$ cat src/rtl/pc_ctrl.sv
// Program sequencer for the fetch/PC block: launches a program, resolves
// JMP/BRZ against a registered zero flag, detects HALT and enforces a watchdog.
module pc_ctrl #(
    parameter logic [7:0]  START0     = 8'd0,
    parameter logic [7:0]  START1     = 8'd64,
    parameter logic [7:0]  START2     = 8'd128,
    parameter logic [7:0]  START3     = 8'd192,
    parameter logic [15:0] MAX_CYCLES = 16'd4096
) (
    input  logic        CLK,
    input  logic        Reset,
    input  logic        Req,
    input  logic [1:0]  Prog_Sel,
    input  logic [8:0]  Instr,
    input  logic        Zero,
    input  logic        Flag_Wr,
    output logic        Start,
    output logic [7:0]  Start_Addr,
    output logic        Branch,
    output logic [5:0]  Offset,
    output logic        Busy,
    output logic        Done,
    output logic        Timeout,
    output logic [15:0] Cycle_Cnt
);

    localparam int unsigned OP_W  = 3;
    localparam int unsigned IMM_W = 6;
    localparam logic [OP_W-1:0] OP_JMP = 3'b101;
    localparam logic [OP_W-1:0] OP_BRZ = 3'b110;
    localparam logic [8:0]      HALT   = 9'h1FF;

    typedef enum logic [1:0] {S_IDLE, S_LAUNCH, S_RUN, S_DONE} state_t;

    state_t state_q, state_d;
    logic             flag_q;
    logic [1:0]       sel_q;
    logic [OP_W-1:0]  opcode;
    logic [IMM_W-1:0] imm;
    logic             is_halt;
    logic             wd_hit;
    logic [7:0]       start_sel;

    assign opcode  = Instr[8:6];
    assign imm     = Instr[5:0];
    assign is_halt = (Instr == HALT);
    assign wd_hit  = (Cycle_Cnt == (MAX_CYCLES - 16'd1));

    always_comb begin
        start_sel = START0;
        case (sel_q)
            2'd1:    start_sel = START1;
            2'd2:    start_sel = START2;
            2'd3:    start_sel = START3;
            default: start_sel = START0;
        endcase
    end

    // State register
    always_ff @(posedge CLK) begin
        if (Reset) state_q <= S_IDLE;
        else       state_q <= state_d;
    end

    // Next-state logic; HALT has priority over the watchdog
    always_comb begin
        state_d = state_q;
        case (state_q)
            S_IDLE:   if (Req) state_d = S_LAUNCH;
            S_LAUNCH: state_d = S_RUN;
            S_RUN:    if (is_halt || wd_hit) state_d = S_DONE;
            S_DONE:   if (!Req) state_d = S_IDLE;
            default:  state_d = S_IDLE;
        endcase
    end

    // Run bookkeeping: program select, zero flag, instruction count, timeout
    always_ff @(posedge CLK) begin
        if (Reset) begin
            sel_q     <= 2'd0;
            flag_q    <= 1'b0;
            Cycle_Cnt <= 16'd0;
            Timeout   <= 1'b0;
        end else begin
            case (state_q)
                S_IDLE: if (Req) sel_q <= Prog_Sel;
                S_LAUNCH: begin
                    flag_q    <= 1'b0;
                    Cycle_Cnt <= 16'd0;
                    Timeout   <= 1'b0;
                end
                S_RUN: begin
                    Cycle_Cnt <= Cycle_Cnt + 16'd1;
                    if (Flag_Wr) flag_q <= Zero;
                    if (!is_halt && wd_hit) Timeout <= 1'b1;
                end
                default: ;
            endcase
        end
    end

    // Outputs: state decode plus branch decode of the current instruction
    always_comb begin
        Start      = 1'b0;
        Start_Addr = 8'd0;
        Branch     = 1'b0;
        Offset     = 6'd0;
        Busy       = 1'b0;
        Done       = 1'b0;
        case (state_q)
            S_LAUNCH: begin
                Start      = 1'b1;
                Start_Addr = start_sel;
                Busy       = 1'b1;
            end
            S_RUN: begin
                Busy = 1'b1;
                if (opcode == OP_JMP || (opcode == OP_BRZ && flag_q)) begin
                    Branch = 1'b1;
                    Offset = imm;
                end
            end
            S_DONE:  Done = 1'b1;
            default: ;
        endcase
    end

endmodule

$ cat config.mk
export PLATFORM = sky130hd
export DESIGN_NAME = pc_ctrl
export DESIGN_NICKNAME = d
export VERILOG_FILES = /design/src/rtl/pc_ctrl.sv
export SDC_FILE = /design/constraint.sdc
export NUM_CORES = 1
export LEC_CHECK = 0
export CORE_ASPECT_RATIO = 0.75
export CORE_MARGIN = 2
export CORE_UTILIZATION = 45
export DETAILED_ROUTE_END_ITERATION = 8
export GPL_ROUTABILITY_DRIVEN = 0
export GPL_TIMING_DRIVEN = 1
export PLACE_DENSITY = 0.84
export SKIP_LAST_GASP = 1
export SLEW_MARGIN = 15
export SYNTH_ARGS = -nofsm -noshare
export SYNTH_HDL_FRONTEND = slang
export SYNTH_SLANG_ARGS = --single-unit
$ cat constraint.sdc
create_clock -name CLK -period 4.71 [get_ports CLK]
set_clock_uncertainty 0.05 [all_clocks]
set_input_delay 0.7065 -clock CLK [delete_from_list [all_inputs] [get_ports CLK]]
set_output_delay 0.7065 -clock CLK [all_outputs]
set_load 0.01 [all_outputs]
==> results of run 1 <==
[worst max-delay path, delay by kind of cell]
kind,cells,cell delay (ns)
buffers and inverters,2,1.02
and+or+nand+nor,2,0.45
muxes,1,0.18
[cell type report]
type / instances / area (sq um)
inverters: 7 / 26.3
multi-input cells: 110 / 693
fillers: 205 / 915
repair buffers: 44 / 440
flip-flops and latches: 22 / 440
well taps: 36 / 45.0
clock buffers: 3 / 22.5
[metal layers]
| layer | track usage (%) | routed length [um] |
|---|---|---|
| met5 | 0 | 0 |
| met1 | 23.8 | 1260 |
| met3 | 4.85 | 84 |
| met2 | 31.4 | 1290 |
| met4 | 2.17 | 0 |
[cell usage in the layout (no fill, tap or decap), drive strengths merged, types with 6 or more instances in the layout]
| cell | Yosys | final |
|---|---|---|
| clkdlybuf4s50 | 0 | 44 |
| dfxtp | 22 | 22 |
| nor2 | 15 | 15 |
| nand2 | 12 | 12 |
| and2 | 8 | 8 |
| nand3 | 8 | 8 |
| xnor2 | 8 | 8 |
| inv | 7 | 7 |
| a21oi | 7 | 7 |
| ha | 6 | 6 |
| conb | 1 | 6 |
[kinds of logic after synthesis]
| family | after synthesis | share of synthesized area [%] |
|---|---|---|
| flip-flops | 22 | 36.5 |
| AO/OA/AOI/OAI | 17 | 8.92 |
| buffers and inverters | 18 | 7.57 |
| AND/OR/NAND/NOR | 66 | 29.3 |
| other | 1 | 0.311 |
| multiplexers | 3 | 2.49 |
| adder cells (fa/ha/maj) | 6 | 6.22 |
| XOR/XNOR | 12 | 8.71 |
[worst paths after layout]
check                           slack (ns)                          to  cells past startpoint
worst max-delay path                  1.59                   Offset[5]                      5
worst min-delay path                  0.41       sel_q[0]$_SDFFE_PP0P_                      2
worst max register to register        2.49  Cycle_Cnt[15]$_SDFFE_PP0P_                      5
worst min register to register        0.41       sel_q[0]$_SDFFE_PP0P_                      2
[through the flow]
| step | utilization [%] | cells | worst slack (ns) | cell area, sq um | hold slack [ns] |
|---|---|---|---|---|---|
| global placement | 63.7 | 219 | 1.68 | 1650 | 0.391 |
| floorplan | - | 150 | 2.54 | 1220 | 0.382 |
| finish | 64.6 | 222 | 1.59 | 1670 | 0.406 |
| CTS | 64.6 | 222 | 1.60 | 1670 | 0.411 |
| detailed placement | 63.7 | 219 | 1.60 | 1650 | 0.395 |
| global route | 64.6 | 222 | 1.52 | 1670 | 0.438 |
[state kept, by name, indices dropped and copies added (netlist names)]
signal     cells
state_q        2
Timeout        1
flag_q         1
sel_q          2
Cycle_Cnt     16
[power groups by stage]
stage | Sequential [W] | Combinational (W) | Clock (W)
2_1_floorplan | 0.000218 | 0.000144 | 0
3_3_place_gp | 0.000217 | 0.000214 | 0
3_5_place_dp | 0.000219 | 0.000219 | 0
4_1_cts | 0.000215 | 0.000220 | 0.0000853
5_1_grt | 0.000217 | 0.000242 | 0.0000942
6_report | 0.000215 | 0.000218 | 0.0000812
==> run_results.csv, run 1 <==
group,metric,value,unit
die,num_io_pins,51,
synth,synth_common_cells,"dfxtp_1, nor2_1, nand2_1",
critical_path,cp-end-kind,"primary output",
critical_path,cp.required,3.95,ns
global_routing,grt_pass1_wl,4590,um
global_routing,antenna_found_initial,0,
timing,finalSetupViolCount,0,
clock_network,clk_latency,0.30,ns
finish,diodes,0,
clock_network,htree_num_levels,1,
timing,layout_min_cycle_time,3.12,ns
detailed_routing,wire_per_inst,11.9,um
clock_network,clkSlewWorstSetupHoldPaths,0.11,ns
outcome,status,"finished, final reports clean",
detailed_routing,dr.pass1.iters,5,
synth,syn_inst,145,
power_and_ir_drop,worst_ir_drop_vdd,249,uV
detailed_routing,ant_nets,0,
synth,synth.area.top_cells,"dfxtp_1, ha_1, xnor2_1",
hold_path,min_path_type,"reg2reg",
die,die_w,63.8,um
clock_network,cts_buffers,3,
timing,rsz0062_at_grt,"no",
detailed_routing,wirelength,2630,um
power_and_ir_drop,leakagePower,0.576,nW
die,die-area,3110,sq um
synth,yosysTopAreaCell,"dfxtp_1",
timing,hold_viol_final,0,
critical_path,reg2reg_from,"state_q[0]$_SDFFE_PP0P_",
finish,area.growth.synth_to_final,38.3,%
critical_path,crit_start,"Instr[6]",
finish,drive_gt1_share,2.15,%
finish,nets,210,
clock_network,clockRootBuffer,"clkbuf_4",
clock_network,cts_sinks,22,
critical_path,crit_type,"in2out",
critical_path,path_max_fanout,7,
detailed_routing,drc,0,
placement,io_buffers,44,
detailed_routing,vias,1125,
synth,netlist_area,1210,sq um
synth,yosysWarnings,0,
clock_network,clock_path_buffers,2,
clock_network,hold_buffers,0,
die,rows,16,
synth,ys_async_sr_fraction,0,%
critical_path,worstPathCellList,"clkdlybuf4s50_1, mux2i_1, and3_1, and2_1, clkdlybuf4s50_1",
power_and_ir_drop,p_int,0.000329,W
power_and_ir_drop,p_sw_share,36.0,%
synth,synth-edff-count,0,
timing,fin_crit_sh,66.2,%
synth,synth.most_common_cell,"dfxtp_1",
clock_network,post-cts-setup-buffers,0,
global_routing,grt_pass1_vias,1049,
detailed_routing,drt_iter0_drc,37,
power_and_ir_drop,power.switching,0.000185,W
hold_path,min-delay-start,"sel_q[0]$_SDFFE_PP0P_",
job,drv_cap,0,
power_and_ir_drop,clockPowerShare,15.8,%
synth,ys_seq_elements,22,
clock_network,cts_tree,"yes",
power_and_ir_drop,comb_power_share,42.4,%
global_routing,grt_use_total,18.3,%
global_routing,grt_max_degree,17,
critical_path,max_stage_delay,0.53,ns
power_and_ir_drop,total_power,0.000514,W
power_and_ir_drop,pwr-share-seq,41.8,%
synth,ys_seq_area_share,36.5,%
synth,synth_top_cell_area_share,36.5,%
critical_path,arrival,2.36,ns
synth,ys_types,30,
die,die_h,48.8,um
synth,synth.avg_cell_area,8.32,sq um
timing,drv_slew,0,
die,core_area,2580,sq um
critical_path,cp-start-kind,"primary input",
global_routing,grt_remaining_overflow,0,
power_and_ir_drop,power.density,308,nW/um^2
timing,fmax,321,MHz
detailed_routing,vias_per_cell,5.07,
critical_path,timing.critical_path.mode_cell,"clkdlybuf4s50_1",
synth,synthFlopType,"dfxtp_1",
placement,place_hpwl,2110,um
die,start_util,46.7,%
critical_path,crit_path_top_delay_cell,"clkdlybuf4s50_1",
clock_network,cts_resized,0,
timing,tns,0,ns
Note: power is estimated with default switching activity, not from simulation.
==> run 2: changes to the inputs <==
Settings changed: CORE_UTILIZATION 45 to 38, PLACE_DENSITY 0.84 to 0.76.
Clock period 4.71 ns to 2.8 ns, I/O delays scaled along.
==> run_results.csv, run 2 (synthesis gave the netlist of run 1 again) <==
group,metric,value,unit
detailed_routing,wire_per_inst,12.2,um
detailed_routing,drc,0,
clock_network,clockRootBuffer,"clkbuf_8",
placement,place_area,1650,sq um
timing,finalSetupViolCount,0,
global_routing,grt_pass1_vias,1063,
clock_network,hold_buffers,0,
detailed_routing,wl_met3,119,um
critical_path,cp_top_family,"buffers and inverters",
timing,hold_viol_final,0,
placement,place_hpwl,2140,um
die,start_util,40.5,%
critical_path,cp-end-kind,"primary output",
clock_network,clkSlewWorstSetupHoldPaths,0.08,ns
critical_path,path_max_fanout,7,
critical_path,cp.required,2.33,ns
clock_network,clk_latency,0.26,ns
timing,hold_slack,0.416,ns
hold_path,min_path_type,"reg2reg",
job,drv_cap,0,
critical_path,crit_path_top_delay_cell,"clkdlybuf4s50_1",
placement,io_buffers,44,
finish,area.growth.synth_to_final,41.2,%
timing,fmax,395,MHz
timing,tns,0,ns
power_and_ir_drop,power.density,561,nW/um^2
die,die-area,3650,sq um
finish,top_register,"Cycle_Cnt",
detailed_routing,wl_met2,1240,um
detailed_routing,vias_per_cell,4.96,
detailed_routing,drt_iter0_drc,44,
power_and_ir_drop,worst_ir_drop_vdd,493,uV
clock_network,cts_resized,0,
finish,layout_common_cells,"clkdlybuf4s50_1, dfxtp_1, nor2_1",
finish,final_common_cell,"clkdlybuf4s50_1",
placement,dp_slack,0.273,ns
finish,nets,210,
clock_network,cts_sinks,22,
detailed_routing,top_layer,"met4",
detailed_routing,ant_nets,0,
global_routing,grt_max_degree,17,
power_and_ir_drop,leakagePower,0.591,nW
clock_network,cts_tree,"yes",
die,core_area,2980,sq um
finish,largest_register_ffs,16,
critical_path,max_stage_delay,0.54,ns
critical_path,timing.critical_path.mode_cell,"clkdlybuf4s50_1",
detailed_routing,dr.pass1.iters,2,
finish,final_core_util,57.2,%
clock_network,clock_path_buffers,2,
global_routing,grt_pass1_wl,4840,um
clock_network,post-cts-setup-buffers,0,
die,die_w,69.1,um
critical_path,crit_type,"in2out",
finish,diodes,0,
timing,drv_slew,0,
timing,layout_min_cycle_time,2.53,ns
die,rows,17,
clock_network,htree_num_levels,1,
clock_network,cts_buffers,3,
timing,setup_slack,0.268,ns
critical_path,cp-start-kind,"primary input",
detailed_routing,wirelength,2750,um
global_routing,antenna_found_initial,0,
global_routing,grt_remaining_overflow,0,
critical_path,worst-path-buf-inv,2,
detailed_routing,vias,1117,
critical_path,worstPathCellList,"clkdlybuf4s50_1, mux2i_1, and3_1, and2_1, clkdlybuf4s50_1",
critical_path,arrival,2.06,ns
finish,drive_gt1_share,2.67,%
outcome,status,"finished, final reports clean",
die,die_h,52.8,um
finish,reg_top3,"Cycle_Cnt: 16 flops, sel_q: 2 flops, state_q: 2 flops",
timing,fin_crit_sh,90.4,%
timing,rsz0062_at_grt,"no",
die,num_io_pins,51,
finish,fin_area,1700,sq um
global_routing,grt_use_total,16.7,%
detailed_routing,wl_met1,1360,um
[run 2: cell types whose count changed in the layout (fill, tap and decap cells not counted)]
| cell | previous run | this run |
|---|---|---|
| clkbuf_4 | 3 | 0 |
| clkbuf_8 | 0 | 4 |
[run 2: worst register-to-register path, delay by kind of cell, from the launching register on]
family	cells	cell delay (ns)
AND/OR/NAND/NOR	2	0.97
adder cells (fa/ha/maj)	1	0.48
flip-flops	1	0.39
AO/OA/AOI/OAI	1	0.14
buffers and inverters	1	0.10
[run 2: final timing paths]
path | from | endpoint | slack [ns] | cells after the start
hold / removal | sel_q[0]$_SDFFE_PP0P_ | sel_q[0]$_SDFFE_PP0P_ | 0.42 | 2
hold reg to reg | sel_q[0]$_SDFFE_PP0P_ | sel_q[0]$_SDFFE_PP0P_ | 0.42 | 2
setup reg to reg | state_q[0]$_SDFFE_PP0P_ | Cycle_Cnt[15]$_SDFFE_PP0P_ | 0.61 | 5
setup / recovery | Instr[6] | Offset[0] | 0.27 | 5
[run 2: metal layers]
layer,GRT usage (%),up-vias
li1,-,573
met2,27.9,26
met5,0,-
met3,4.42,5
met4,5.23,0
met1,21.3,513
[run 2: layout make-up]
cell class / instances / area [sq um]
repair buffers: 44 / 440
well taps: 38 / 47.5
flip-flops and latches: 22 / 440
fillers: 259 / 1270
multi-input cells: 110 / 693
clock buffers: 4 / 55.1
inverters: 7 / 26.3
[run 2: power breakdown]
part	leakage (nW)	switching, W	internal [W]
registers	0.178	0.0000233	0.000339
clock network	0.0288	0.000103	0.000125
logic	0.384	0.000200	0.000166
[run 2: per-stage QoR]
stage                     power (W)  cells
after floorplan            0.000608    150
after global placement     0.000723    221
after detailed placement   0.000733    221
after CTS                  0.000963    225
after global routing        0.00102    225
final                      0.000956    225
==> patch 1, RTL diff (config.mk and constraints of run 1) <==
Register the output `Done`, cleared by the reset; this adds one clock of latency there. The other outputs are not delayed to match.
--- a/src/rtl/pc_ctrl.sv
+++ b/src/rtl/pc_ctrl.sv
@@ -32,4 +32,6 @@
 
     typedef enum logic [1:0] {S_IDLE, S_LAUNCH, S_RUN, S_DONE} state_t;
+
+    logic Done_d;
 
     state_t state_q, state_d;
@@ -107,5 +109,5 @@
         Offset     = 6'd0;
         Busy       = 1'b0;
-        Done       = 1'b0;
+        Done_d     = 1'b0;
         case (state_q)
             S_LAUNCH: begin
@@ -121,9 +123,17 @@
                 end
             end
-            S_DONE:  Done = 1'b1;
+            S_DONE:  Done_d = 1'b1;
             default: ;
         endcase
     end
 
+    always_ff @(posedge CLK) begin
+        if (Reset) begin
+            Done <= '0;
+        end else begin
+            Done <= Done_d;
+        end
+    end
+
 endmodule
 
Check against the original RTL: not equivalent (Yosys sat finds a counterexample within 4 cycles, from zero or initial values and one cycle with Reset high).
==> patch 1 against run 1 <==
- synthesized area increased by 3.9%
- cell area increased by 2.9%
- global-route usage increased by 0.64 points
- cell count decreased by 0.45%
- power increased by 4.8%
- clock power increased by 50%
- sequential cell count increased by 1
- setup slack improved by 0.0062 ns
- wire length increased by 4.9%
- first-iteration DRC count increased by 140%
- critical path type unchanged
- largest cell class unchanged
==> patch 1: results (changes against run 1) <==
stage;metric;value;unit;change
cts;clockBufferDepth;2;;unchanged
placed_design;place.port_buffers;44;;unchanged
placed_design;dpl.hpwl;2149;µm;was 2108 µm
worst_setup_path;arrival;2.36;ns;about the same
cts;clkSlewWorstSetupHoldPaths;0.08;ns;was 0.11 ns
layout;drive_gt1_share;3.784;%;was 2.151%
grt;grt_pass1_vias;1074;;was 1049
grt;grt_pass1_wl;4885;µm;was 4588 µm
cts;cts_setup_buffers;0;;unchanged
worst_setup_path;critPathMaxStageDelay;0.53;ns;about the same
synthesis;synthArstFlopShare;0;%;unchanged
detailed_routing;dr.first_iter.drc_count;90;;was 37
layout;antennaDiodeCount;0;;unchanged
layout;final_nets;208;;was 210
layout;syn_to_final_growth;36.93;%;was 38.28%
placed_design;preCtsSetupSlack;1.603;ns;about the same
synthesis;ys_top_cells_by_count;23 x dfxtp_1, 12 x nor2_1, 11 x nand2_1;;was 22 x dfxtp_1, 15 x nor2_1, 12 x nand2_1
cts;clock_latency;0.26;ns;was 0.30 ns
synthesis;ys_types;34;;was 30
worst_setup_path;crit_fanout;7;;unchanged
power;power_leakage;0.6406;nW;was 0.5756 nW
detailed_routing;wire_per_inst;12.51;µm;was 11.86 µm
placed_design;placed_area;1672;µm²;was 1645 µm²
cts;ctsHtreeMaxLevel;1;;unchanged
detailed_routing;num_vias;1156;;was 1125
cts;cts_resized;0;;unchanged
power;peakVddDrop;136.2;µV;was 249.1 µV
grt;grt.total_usage;18.95;%;was 18.32%
cts;numCtsBuffers;3;;unchanged
synthesis;synthFlopType;dfxtp_1;;unchanged
floorplanning;initial_utilization;47.81;%;was 46.71%
cts;root_buffer;clkbuf_8;;was clkbuf_4
power;p_int;0.3562;mW;was 0.3292 mW
synthesis;synthTopCellsByArea;dfxtp_1 37%, ha_1 6.0%, xor2_1 5.6%;;was dfxtp_1 37%, ha_1 6.2%, xnor2_1 5.8%
run_status;status;complete, no violations;;unchanged
synthesis;yosysSeqAreaShare;36.73;%;was 36.51%
worst_hold_path;hold_path_class;register to register;;unchanged
timing;fin_tns_setup;0;ns;unchanged
grt;grt_antenna_before_repair;0;;unchanged
layout;top_regs;Cycle_Cnt (16), sel_q (2), state_q (2);;unchanged
synthesis;yosysWarnings;0;;unchanged
grt;grt_start_max_net_pins;15;;was 17
worst_setup_path;slowest_stage;clkdlybuf4s50_1;;unchanged
detailed_routing;first_pass_iters;4;;was 5
patch 1: path summary, 6_finish.rpt:
kind	slack [ns]	depth (start not counted)	startpoint	endpoint
min reg2reg	0.40	2	sel_q[1]$_SDFFE_PP0P_	sel_q[1]$_SDFFE_PP0P_
max reg2reg	2.63	6	state_q[0]$_SDFFE_PP0P_	Cycle_Cnt[15]$_SDFFE_PP0P_
max	1.60	5	Instr[6]	Offset[0]
min	0.40	2	sel_q[1]$_SDFFE_PP0P_	sel_q[1]$_SDFFE_PP0P_
patch 1: worst max-delay path, delay by kind of cell:
family | cells | cell delay, ns
multiplexers | 1 | 0.18
AND/OR/NAND/NOR | 2 | 0.45
buffers and inverters | 2 | 1.03
patch 1: metal layers:
layer / share of wire (%) / track usage, % / up-vias
met2: 48 / 31.44 / 33
met4: 1.1 / 4.255 / 0
met1: 46 / 25.11 / 544
li1: - / - / 571
met5: 0 / 0 / -
met3: 4.5 / 4.338 / 8
patch 1: cell type report:
type	count	area, µm²
Clock buffer	4	45.04
Fill cell	219	905.9
Inverter	4	15.01
Multi-Input combinational cell	110	710.7
Sequential cell	23	460.4
Tap cell	36	45.04
Timing Repair Buffer	44	440.4
patch 1: kinds of logic (layout without fill, tap and decap cells):
family	after synthesis	in the layout	synth area share [%]
other	1	6	0.2991
xor gates and xnor gates	10	10	6.987
and+or+nand+nor	65	65	30.34
muxes	2	2	1.597
adders and majority gates	6	6	5.988
AOI/OAI and AO/OA	21	21	9.979
buffers and inverters	18	52	8.082
DFF	23	23	36.73
patch 1: power by group through the flow:
stage	Clock, mW	Sequential [mW]	Combinational [mW]
floorplan	0	0.221	0.137
global placement	0	0.221	0.192
detailed placement	0	0.222	0.199
CTS	0.124	0.217	0.200
global route	0.132	0.219	0.222
finish	0.122	0.217	0.199
patch 1: through the flow:
| stage | instances | power, mW |
|---|---|---|
| 2_1_floorplan | 151 | 0.3579 |
| 3_3_place_gp | 217 | 0.4131 |
| 3_5_place_dp | 217 | 0.4214 |
| 4_1_cts | 221 | 0.5410 |
| 5_1_grt | 221 | 0.5727 |
| 6_report | 221 | 0.5385 |
==> patch 2, RTL diff (flow settings as in run 1) <==
Without the edit above. Change the parameter `START1` from 8'd64 to 8'd48.
--- a/src/rtl/pc_ctrl.sv
+++ b/src/rtl/pc_ctrl.sv
@@ -3,5 +3,5 @@
 module pc_ctrl #(
     parameter logic [7:0]  START0     = 8'd0,
-    parameter logic [7:0]  START1     = 8'd64,
+    parameter logic [7:0]  START1     = 8'd48,
     parameter logic [7:0]  START2     = 8'd128,
     parameter logic [7:0]  START3     = 8'd192,
Function: changed (a bounded check fails within 4 cycles, from zero or initial values and one cycle with Reset high).
==> patch 2 against run 1 <==
- die area about the same
- cell area rose by 1.3%
- count of clock-buffer cells in the layout unchanged
- via count up 4.7%
- synthesized area up 0.10%
- sequential cell count stayed put
- setup slack improved by 0.0036 ns
- power rose by 1.7%
- wire length is 8.2% higher
- critical path type unchanged
- critical endpoint unchanged
- largest cell class unchanged
==> patch 2: results (changes against run 1) <==
stage;metric;value;unit;change
run_status;status;complete, no violations;;unchanged
synthesis;muxShareOfSynthArea;2.487;%;was 2.490%
worst_setup_path;endpoint;Offset[5];;unchanged
worst_setup_path;crit_fanout;7;;unchanged
grt;grt_pass1_vias;1097;;was 1049
synthesis;synth_xor_area_share;8.705;%;was 8.714%
synthesis;synthTopCellsByArea;dfxtp_1 36%, ha_1 6.2%, xnor2_1 5.8%;;was dfxtp_1 37%, ha_1 6.2%, xnor2_1 5.8%
layout;drive_gt1_share;2.139;%;was 2.151%
grt;grt_pass1_wl;4795;µm;was 4588 µm
worst_setup_path;rrSetupSlack;2.46;ns;was 2.49 ns
placed_design;place.port_buffers;46;;was 44
detailed_routing;num_vias;1178;;was 1125
layout;final_nets;211;;was 210
synthesis;synthAdderAreaFrac;6.218;%;was 6.224%
detailed_routing;dr.first_iter.drc_count;46;;was 37
worst_setup_path;crit_family;buffers and inverters;;unchanged
detailed_routing;first_pass_iters;4;;was 5
placed_design;placed_cells;220;;was 219
grt;grt.total_usage;19.43;%;was 18.32%
power;power_leakage;0.5855;nW;was 0.5756 nW
synthesis;ys_top_cells_by_count;22 x dfxtp_1, 15 x nor2_1, 12 x nand2_1;;unchanged
synthesis;ys_types;31;;was 30
synthesis;syn_avg_cell_area;8.327;µm²;was 8.318 µm²
synthesis;synth-compound-area-share;8.912;%;was 8.921%
power;peakVddDrop;341.8;µV;was 249.1 µV
placed_design;dpl.hpwl;2317;µm;was 2108 µm
detailed_routing;totalWireLength;2851;µm;was 2634 µm
layout;fillers;194;;was 205
## patch 2: changes by cell type in the layout (fill, tap and decap cells not counted), sizes merged
cell,run 1,this run
clkdlybuf4s50,44,46
conb,6,4
and3b,0,1
and3,3,4
and2,8,7
## patch 2: how the worst min path moves through the flow
stage,from,endpoint,slack [ns],cells past startpoint
after floorplan,sel_q[0]$_SDFFE_PP0P_,sel_q[0]$_SDFFE_PP0P_,0.39,2
after global placement,sel_q[0]$_SDFFE_PP0P_,sel_q[0]$_SDFFE_PP0P_,0.40,2
after detailed placement,sel_q[0]$_SDFFE_PP0P_,sel_q[0]$_SDFFE_PP0P_,0.42,2
after CTS,sel_q[0]$_SDFFE_PP0P_,sel_q[0]$_SDFFE_PP0P_,0.43,2
after global routing,sel_q[0]$_SDFFE_PP0P_,sel_q[0]$_SDFFE_PP0P_,0.45,2
final,sel_q[0]$_SDFFE_PP0P_,sel_q[0]$_SDFFE_PP0P_,0.43,2
## patch 2: cells by family after synthesis
family	Yosys count
AOI/OAI and AO/OA	17
xor gates and xnor gates	12
adders and majority gates	6
buffers and inverters	17
DFF	22
muxes	3
other	1
and+or+nand+nor	67
## patch 2: layer usage
metal	GRT usage (%)	share of wire [%]	vias up
met1	23.41	44	552
met4	6.884	1.2	0
met2	34.55	50	38
li1	-	-	583
met5	0	0	-
met3	3.464	4.3	5
## patch 2: layout make-up
cell class | instances | share of cell area [%]
multi-input combinational | 109 | 41.11
sequential | 22 | 26.07
clock buffer | 3 | 1.333
tap | 36 | 2.667
timing repair buffer | 46 | 27.26
inverter | 7 | 1.556
## patch 2: stage by stage
| step | setup WS, ns | util [%] | cell area, µm² |
|---|---|---|---|
| floorplan | 2.539 | - | 1219 |
| CTS | 1.603 | 65.41 | 1689 |
| global route | 1.494 | 65.41 | 1689 |
| finish | 1.595 | 65.41 | 1689 |
| global placement | 1.681 | 64.53 | 1667 |
| detailed placement | 1.609 | 64.53 | 1667 |
## patch 2: tightest hold or removal path, stage by stage, from the launching register on
cell,delay (ns)
dfxtp_1,0.33
nand2_1,0.06
a21oi_1,0.05
## patch 2: where the power goes
part	internal, mW	total, mW	switching, mW
combinational	0.101	0.225	0.124
sequential	0.201	0.214	0.0131
clock	0.0299	0.0835	0.0535
